[config.mk]
export PLATFORM = sky130hd
export DESIGN_NAME = if_id_queue
export DESIGN_NICKNAME = d
export VERILOG_FILES = /design/src/rtl/if_id_queue_pkg.sv /design/src/rtl/if_id_queue_storage.sv /design/src/rtl/if_id_queue.sv
export SDC_FILE = /design/constraint.sdc
export NUM_CORES = 1
export LEC_CHECK = 0
export BUFFER_PORTS_ARGS = -buffer_cell sky130_fd_sc_hd__buf_2
export CAP_MARGIN = 0
export CORE_ASPECT_RATIO = 1.5
export CORE_MARGIN = 1
export CORE_UTILIZATION = 57
export CTS_CLUSTER_DIAMETER = 60
export CTS_CLUSTER_SIZE = 24
export DETAILED_ROUTE_END_ITERATION = 8
export GPL_ROUTABILITY_DRIVEN = 0
export PLACE_DENSITY = 0.85
export SETUP_SLACK_MARGIN = 0.5
export SYNTH_ARGS = -nofsm -noshare
export SYNTH_HDL_FRONTEND = slang
export SYNTH_HIERARCHICAL = 1
export SYNTH_SLANG_ARGS = --single-unit
[constraint.sdc]
create_clock -name clk -period 7.5 [get_ports clk]
set_input_delay 1.875 -clock clk [delete_from_list [all_inputs] [get_ports clk]]
set_output_delay 1.875 -clock clk [all_outputs]
set_load 0.02 [all_outputs]
[src/rtl/if_id_queue_pkg.sv]
`default_nettype none
// ============================================================================
// Module      : if_id_queue_pkg
// Description : Shared constants and entry type for the IF/ID decoupling queue.
// Revision    : 1.0 - initial release
// ============================================================================
package if_id_queue_pkg;

    // Datapath width and the canonical RISC-V NOP (addi x0, x0, 0)
    localparam int          XLEN      = 32;
    localparam logic [31:0] NOP_INSTR = 32'h0000_0013;
    localparam logic [31:0] RESET_PC  = 32'h0000_0000;

    // One queue slot: PC in the upper half, instruction in the lower half
    typedef struct packed {
        logic [XLEN-1:0] pc;
        logic [XLEN-1:0] instr;
    } ifq_entry_t;

endpackage : if_id_queue_pkg
`default_nettype wire

[src/rtl/if_id_queue_storage.sv]
`default_nettype none
// ============================================================================
// Module      : ifq_storage
// Description : DEPTH x 64-bit register array, one write port and one
//               combinational read port. The data array has no reset; the
//               controller guarantees empty slots never reach the output.
// Revision    : 1.0 - initial release
// ============================================================================
module ifq_storage
    import if_id_queue_pkg::*;
#(
    parameter int DEPTH = 2,
    parameter int PTR_W = $clog2(DEPTH)
) (
    input  logic             clk,
    input  logic             we,
    input  logic [PTR_W-1:0] waddr,
    input  ifq_entry_t       wdata,
    input  logic [PTR_W-1:0] raddr,
    output ifq_entry_t       rdata
);

    ifq_entry_t r_mem [DEPTH];

    // Write the addressed slot only when the controller accepts a word
    always_ff @(posedge clk) begin
        if (we) begin
            r_mem[waddr] <= wdata;
        end
    end

    assign rdata = r_mem[raddr];

endmodule : ifq_storage
`default_nettype wire

[src/rtl/if_id_queue.sv]
`default_nettype none
// ============================================================================
// Module      : if_id_queue
// Description : Show-ahead FIFO between fetch and decode. Fetch is throttled
//               through PC_write, a taken branch (PCSrc) drains the queue, and
//               decode sees a NOP whenever no valid entry is present.
//               Optional feature macro IF_ID_QUEUE_STATS_EN adds saturating
//               stall_cnt / flush_cnt outputs; the datapath is unchanged.
// Revision    : 1.0 - initial release
// ============================================================================
module if_id_queue
    import if_id_queue_pkg::*;
#(
    parameter int DEPTH = 2
) (
    input  logic            clk,
    input  logic            reset,
    input  logic            if_valid,
    input  logic [XLEN-1:0] PC_IF,
    input  logic [XLEN-1:0] INSTRUCTION_IF,
    output logic            PC_write,
    input  logic            PCSrc,
    input  logic            id_ready,
    output logic            id_valid,
    output logic [XLEN-1:0] PC_ID,
`ifdef IF_ID_QUEUE_STATS_EN
    output logic [31:0]     stall_cnt,
    output logic [31:0]     flush_cnt,
`endif
    output logic [XLEN-1:0] INSTRUCTION_ID
);

    localparam int               PTR_W       = $clog2(DEPTH);
    localparam logic [PTR_W:0]   c_depth_cnt = (PTR_W+1)'(DEPTH);
    localparam logic [PTR_W:0]   c_one_cnt   = (PTR_W+1)'(1);
    localparam logic [PTR_W-1:0] c_one_ptr   = PTR_W'(1);

    logic [PTR_W:0]   r_count;
    logic [PTR_W-1:0] r_rd_ptr;
    logic [PTR_W-1:0] r_wr_ptr;
    logic             w_enq;
    logic             w_deq;
    logic             w_we;
    ifq_entry_t       w_wdata;
    ifq_entry_t       w_head;

    // Handshakes derive from registered occupancy only, so PC_write never
    // depends on id_ready and a full queue cannot accept on its draining cycle
    assign PC_write = (r_count != c_depth_cnt);
    assign id_valid = (r_count != '0);
    assign w_enq    = if_valid & PC_write;
    assign w_deq    = id_valid & id_ready;

    // A flush-cycle word is wrong-path, so it is never written
    assign w_we          = w_enq & ~PCSrc & ~reset;
    assign w_wdata.pc    = PC_IF;
    assign w_wdata.instr = INSTRUCTION_IF;

    ifq_storage #(
        .DEPTH (DEPTH),
        .PTR_W (PTR_W)
    ) u_storage (
        .clk   (clk),
        .we    (w_we),
        .waddr (r_wr_ptr),
        .wdata (w_wdata),
        .raddr (r_rd_ptr),
        .rdata (w_head)
    );

    // Pointer and occupancy control: reset, then flush, then enq/deq
    always_ff @(posedge clk) begin
        if (reset) begin
            r_count  <= '0;
            r_rd_ptr <= '0;
            r_wr_ptr <= '0;
        end else if (PCSrc) begin
            r_count  <= '0;
            r_rd_ptr <= '0;
            r_wr_ptr <= '0;
        end else begin
            if (w_enq) begin
                r_wr_ptr <= r_wr_ptr + c_one_ptr;
            end
            if (w_deq) begin
                r_rd_ptr <= r_rd_ptr + c_one_ptr;
            end
            case ({w_enq, w_deq})
                2'b10:   r_count <= r_count + c_one_cnt;
                2'b01:   r_count <= r_count - c_one_cnt;
                default: r_count <= r_count;
            endcase
        end
    end

    // Mask the head so stale slot contents never leak to decode
    assign PC_ID          = id_valid ? w_head.pc    : '0;
    assign INSTRUCTION_ID = id_valid ? w_head.instr : NOP_INSTR;

`ifdef IF_ID_QUEUE_STATS_EN
    logic [31:0] r_stall_cnt;
    logic [31:0] r_flush_cnt;

    // Saturating event counters for decode stalls and branch flushes
    always_ff @(posedge clk) begin
        if (reset) begin
            r_stall_cnt <= '0;
            r_flush_cnt <= '0;
        end else begin
            if (id_valid && !id_ready && (r_stall_cnt != '1)) begin
                r_stall_cnt <= r_stall_cnt + 32'd1;
            end
            if (PCSrc && (r_flush_cnt != '1)) begin
                r_flush_cnt <= r_flush_cnt + 32'd1;
            end
        end
    end

    assign stall_cnt = r_stall_cnt;
    assign flush_cnt = r_flush_cnt;
`endif

endmodule : if_id_queue
`default_nettype wire

---- Yosys cells after proc, flatten, opt, wreduce, memory -nomap -nowiden ----
Memories as Yosys holds them, arrays and structs flattened. A register that Yosys moved wholly into a read port is not among the register bits.
Cells that the tools add are included.
word-level totals
  flip-flop bits (word level) ............. 4
  memory bits (writable) .................. 128
  word-level logic and storage cells ...... 27
  memories kept ........................... 1
memories
  name             words  bits a word  rd ports  clocked after memory_dff  write ports  line                       text
  u_storage.r_mem  2      64           1         1                         1            if_id_queue_storage.sv:23  ifq_entry_t r_mem [DEPTH];
operators by class
  $add $sub $neg .......................... 4
  equality and inequality tests ........... 3
  mux-type cells .......................... 7
  bitwise logic cells ..................... 6
  reductions and logical operators ........ 3
operators with widths
  operator                                                               number
  32-bit 2-to-1 mux                                                      2
  1-bit bitwise AND                                                      4
  1-bit 2-to-1 mux                                                       4
  2-bit case mux with 2 select lines                                     1
  2-bit nonzero test                                                     2
  1-bit adder, second input constant                                     2
  2-bit by 1-bit adder with 2-bit output, second input constant          1
  2-bit by 1-bit equality test with 1-bit output, second input constant  1
  2-bit equality test, second input constant                             1
  2-bit inequality test, second input constant                           1
  1-bit inverter                                                         2
  2-bit OR reduction                                                     1
  2-bit by 1-bit subtractor with 2-bit output, second input constant     1

---- Depth between registers and ports, before layout ----
  depth after elaboration ................. 6
  mapped depth ............................ 7
  depth with buffers taken out ............ 7

---- By module ----
The synthesis kept the hierarchy.
modules (own cells, without submodules)
  module       times used  cells an instance  area each (um^2)  sequential area each (um^2)
  ifq_storage  1           201                4933.5            3843.7
  if_id_queue  1           96                 669.4             80.1

---- Worst setup path after synthesis ----
Ideal clock, no wire load.
  path type ............................... in2reg
  from .................................... input port PCSrc
  to ...................................... memory u_storage/r_mem[0][0] (netlist name), enable pin
  setup time .............................. 0.494 ns
  data arrival time ....................... 5.184 ns
  required time ........................... 7.006 ns
  path slack .............................. 1.823 ns
  stages .................................. 3
  buffers on the path ..................... 0
  path through ............................ or2_2 nor2_1 nor2b_1
on the way
  word-level cells in the longest chain between the ends .. 5
RTL lines
  element                                 line                       text
  start, declared                         if_id_queue.sv:22          input logic PCSrc,
  1-bit inverter                          if_id_queue.sv:55          assign w_we = w_enq & ~PCSrc & ~reset;
  1-bit bitwise AND (2 in a row)          if_id_queue.sv:55
  via w_we                                if_id_queue.sv:43          logic w_we;
  1-bit 2-to-1 mux                        if_id_queue_storage.sv:27  if (we) begin
  1-bit 2-to-1 mux (not written as such)  if_id_queue_storage.sv:28  r_mem[waddr] <= wdata;
  end, declared                           if_id_queue_storage.sv:23
The timed path passes the listed nets, and every way through them passes these cells.

==> metrics.csv <==
stage,metric,value,unit
run,max-cap violation count,0,
logic_synthesis,Most used DFF post-synth,edfxtp_1,
power,Cell Pwr Density,246,mW/mm2
setup_path,crit-path max FO,35,
sta,slew margin rel.,36.7,%
sta,Clock Skews,6.07,ps
global_route,global-route wire length before repair,13700,um
cts,Clock Path Buffers,2,
final_layout,share of layout cells above drive strength 1,50.6,%
setup_path,Slowest cell on crit path,dfxtp_4,
status,status,finished clean,
power,Max VDD drop,0.194,mV
die,I/O pin cnt,135,
die,Die H,123,um
setup_path,"Arr. time, crit path",2470,ps
setup_path,Critical Path Max Stage Delay,700,ps
routing,Routed WL,9100,um
logic_synthesis,Yosys cell types,22,
cts,cts bufs inserted,17,
final_layout,register area,0.00393,mm2
setup_path,worst setup path class,register to output port,
final_layout,Layout area overhead,20.8,%
cts,worst-skew pair later-pin latency,410,ps
place,IO Port Bufs,134,
cts,hold_buf cts,0,
die,core area,0.00963,mm2
global_route,gr ovfl total,0,
routing,Via density,5.03,
cts,H-tree level count,4,
setup_path,CP Cell Sequence,buf_4 > mux2_2 > nand2b_1 > buf_2,
global_route,antenna violations before repair,1,
place,cell total after placement,535,
place,hpwl dp,5950,um
sta,worst slew pin tran,950,ps
cts,Root Buffer,clkbuf_16,
sta,endpoints failing hold,0,
final_layout,# fillers,642,
cts,CTS tree,built,
power,leakage,2.75,nW
sta,f_max,230,MHz
setup_path,Worst setup SP type,register,
logic_synthesis,Post-synth top cells,"128 x edfxtp_1, 62 x and2_1, 60 x mux2_4, 6 x buf_12, 6 x buf_6",
global_route,Overall Global Routing Usage,18.5,%
cts,clock slew at reported path FFs,50,ps
global_route,pin count of the biggest net entering global routing,66,
setup_path,"Req. time, crit path",5620,ps
cts,# Post-CTS Setup Buffers,0,
logic_synthesis,area fraction of the dominant cell type after synthesis,68.6,%
sta,RSZ-0062 raised after global routing,no,
logic_synthesis,"Seq/Total Area, Yosys",70.0,%
min_path,Hold Crit Class,register to register,
logic_synthesis,syn avg cell area,18.9,um2
logic_synthesis,"top cells by area, synth","edfxtp_1 69%, mux2_4 16%, and2_1 6.9%",
cts,Clock Sinks,132,
logic_synthesis,ys async rst share,0,%
setup_path,Crit. End Element,output port,
setup_path,CP bufs+invs,2,
die,Starting Density,58.2,%
sta,setup violators final,0,
logic_synthesis,Cells after Synth,297,
global_route,vias in the first global route,2759,
sta,fin crit share,58.0,%
logic_synthesis,Syn. warnings,6,
logic_synthesis,Yosys reg bits,132,
routing,DR iter-0 viols,143,
sta,max-slew violations,0,
logic_synthesis,post-synth top area cell,edfxtp_1,
logic_synthesis,area of the mapped netlist,0.00560,mm2
die,DIE WIDTH,83.0,um
logic_synthesis,most common cell in the netlist,edfxtp_1,
final_layout,nets,509,
logic_synthesis,Post-synth EDFFs,128,
routing,DRT Pass-1 Iters,4,
sta,fin crit period,4350,ps
routing,DRC Markers,0,
routing,drt wl/cell,16.0,um
die,die area,0.0102,mm2
die,row cnt,44,
sta,setup tns final,0,ps
final_layout,area of the multi-input gates,0.00148,mm2
routing,Vias,2855,
logic_synthesis,synthesized net count,367,
cts,Resize count post-CTS,0,
final_layout,final std cells w/o fill,568,
setup_path,"delay-heaviest family, CP",buffers and inverters,
routing,DRT antenna net count,0,
[routing by layer]
| layer | wire, um | global-route usage [%] |
|---|---|---|
| met5 | 0 | 0 |
| met4 | 221 | 10.6 |
| met3 | 552 | 7.41 |
| met2 | 4890 | 31.7 |
| met1 | 3430 | 19.4 |
[cells by family (layout without fill, tap and decap cells)]
logic type | count (synthesis) | in the layout | synth area share, %
buffers and inverters | 17 | 171 | 3.75
and+or+nand+nor | 75 | 75 | 8.20
muxes | 64 | 64 | 16.9
adders and majority gates | 1 | 1 | 0.223
DFF | 132 | 132 | 70.0
AOI/OAI and AO/OA | 5 | 5 | 0.447
other | 0 | 2 | 0
xor gates and xnor gates | 3 | 3 | 0.469
[area by class of cell]
class	instances	area share (%)
inverters	3	0.166
clock inverters	8	0.906
well taps	115	2.13
multi-input cells	148	21.8
repair buffers	137	10.2
clock buffers	23	6.62
diodes	2	0.0740
flip-flops and latches	132	58.0
[tightest hold or removal path: cells and delay by family, from the launching register on]
| family | cells | cell delay (ps) |
|---|---|---|
| AO/OA/AOI/OAI | 2 | 140 |
| flip-flops | 1 | 320 |
[path summary, 6_finish.rpt]
kind | start | to | slack [ps] | cells past startpoint
setup / recovery | r_rd_ptr | INSTRUCTION_ID[0] | 3150 | 4
hold / removal | r_count[1] | r_count[1] | 520 | 2
setup reg to reg | r_count[0] | u_storage/r_mem[0][63] | 5460 | 6
hold reg to reg | r_count[1] | r_count[1] | 520 | 2
[registers in the layout, summed over array words and instances, names as in the netlist]
register         count
r_count              2
r_wr_ptr             1
r_rd_ptr             1
u_storage/r_mem    128
[where the power goes]
group	internal (W)	leakage [nW]	switching, W
sequential	0.000826	1.20	0.00000635
combinational	0.0000565	1.30	0.0000690
clock	0.000446	0.251	0.000263
[cells in the final DEF, fill, tap and decap left out]
cell,n
a21oi_1,2
and2_1,61
and2_2,1
buf_2,134
buf_4,3
bufinv_16,1
clkbuf_1,6
clkbuf_16,17
clkinv_1,3
clkinv_2,4
dfxtp_1,3
dfxtp_4,1
diode_2,2
edfxtp_1,128
ha_1,1
inv_1,3
mux2_2,4
mux2_4,60
nand2_1,1
nand2b_1,3
nor2_1,3
nor2b_1,1
nor2b_4,1
o21ai_0,3
or2_2,2
or3_1,2
xnor2_1,1
xor2_1,2
[metrics by stage]
step                      util, %  cell area (um2)  setup slack [ps]  power [W]  hold WS, ps
after floorplan                 -             5600              1820   0.000931          465
after global placement       64.9             6250              3570   0.000969          482
after detailed placement     64.9             6250              3580   0.000974          508
after CTS                    70.2             6760              3120    0.00168          516
after global routing         70.2             6770              3030    0.00172          531
final                        70.2             6770              3150    0.00167          515
Note: power is estimated with default switching activity, not from simulation.
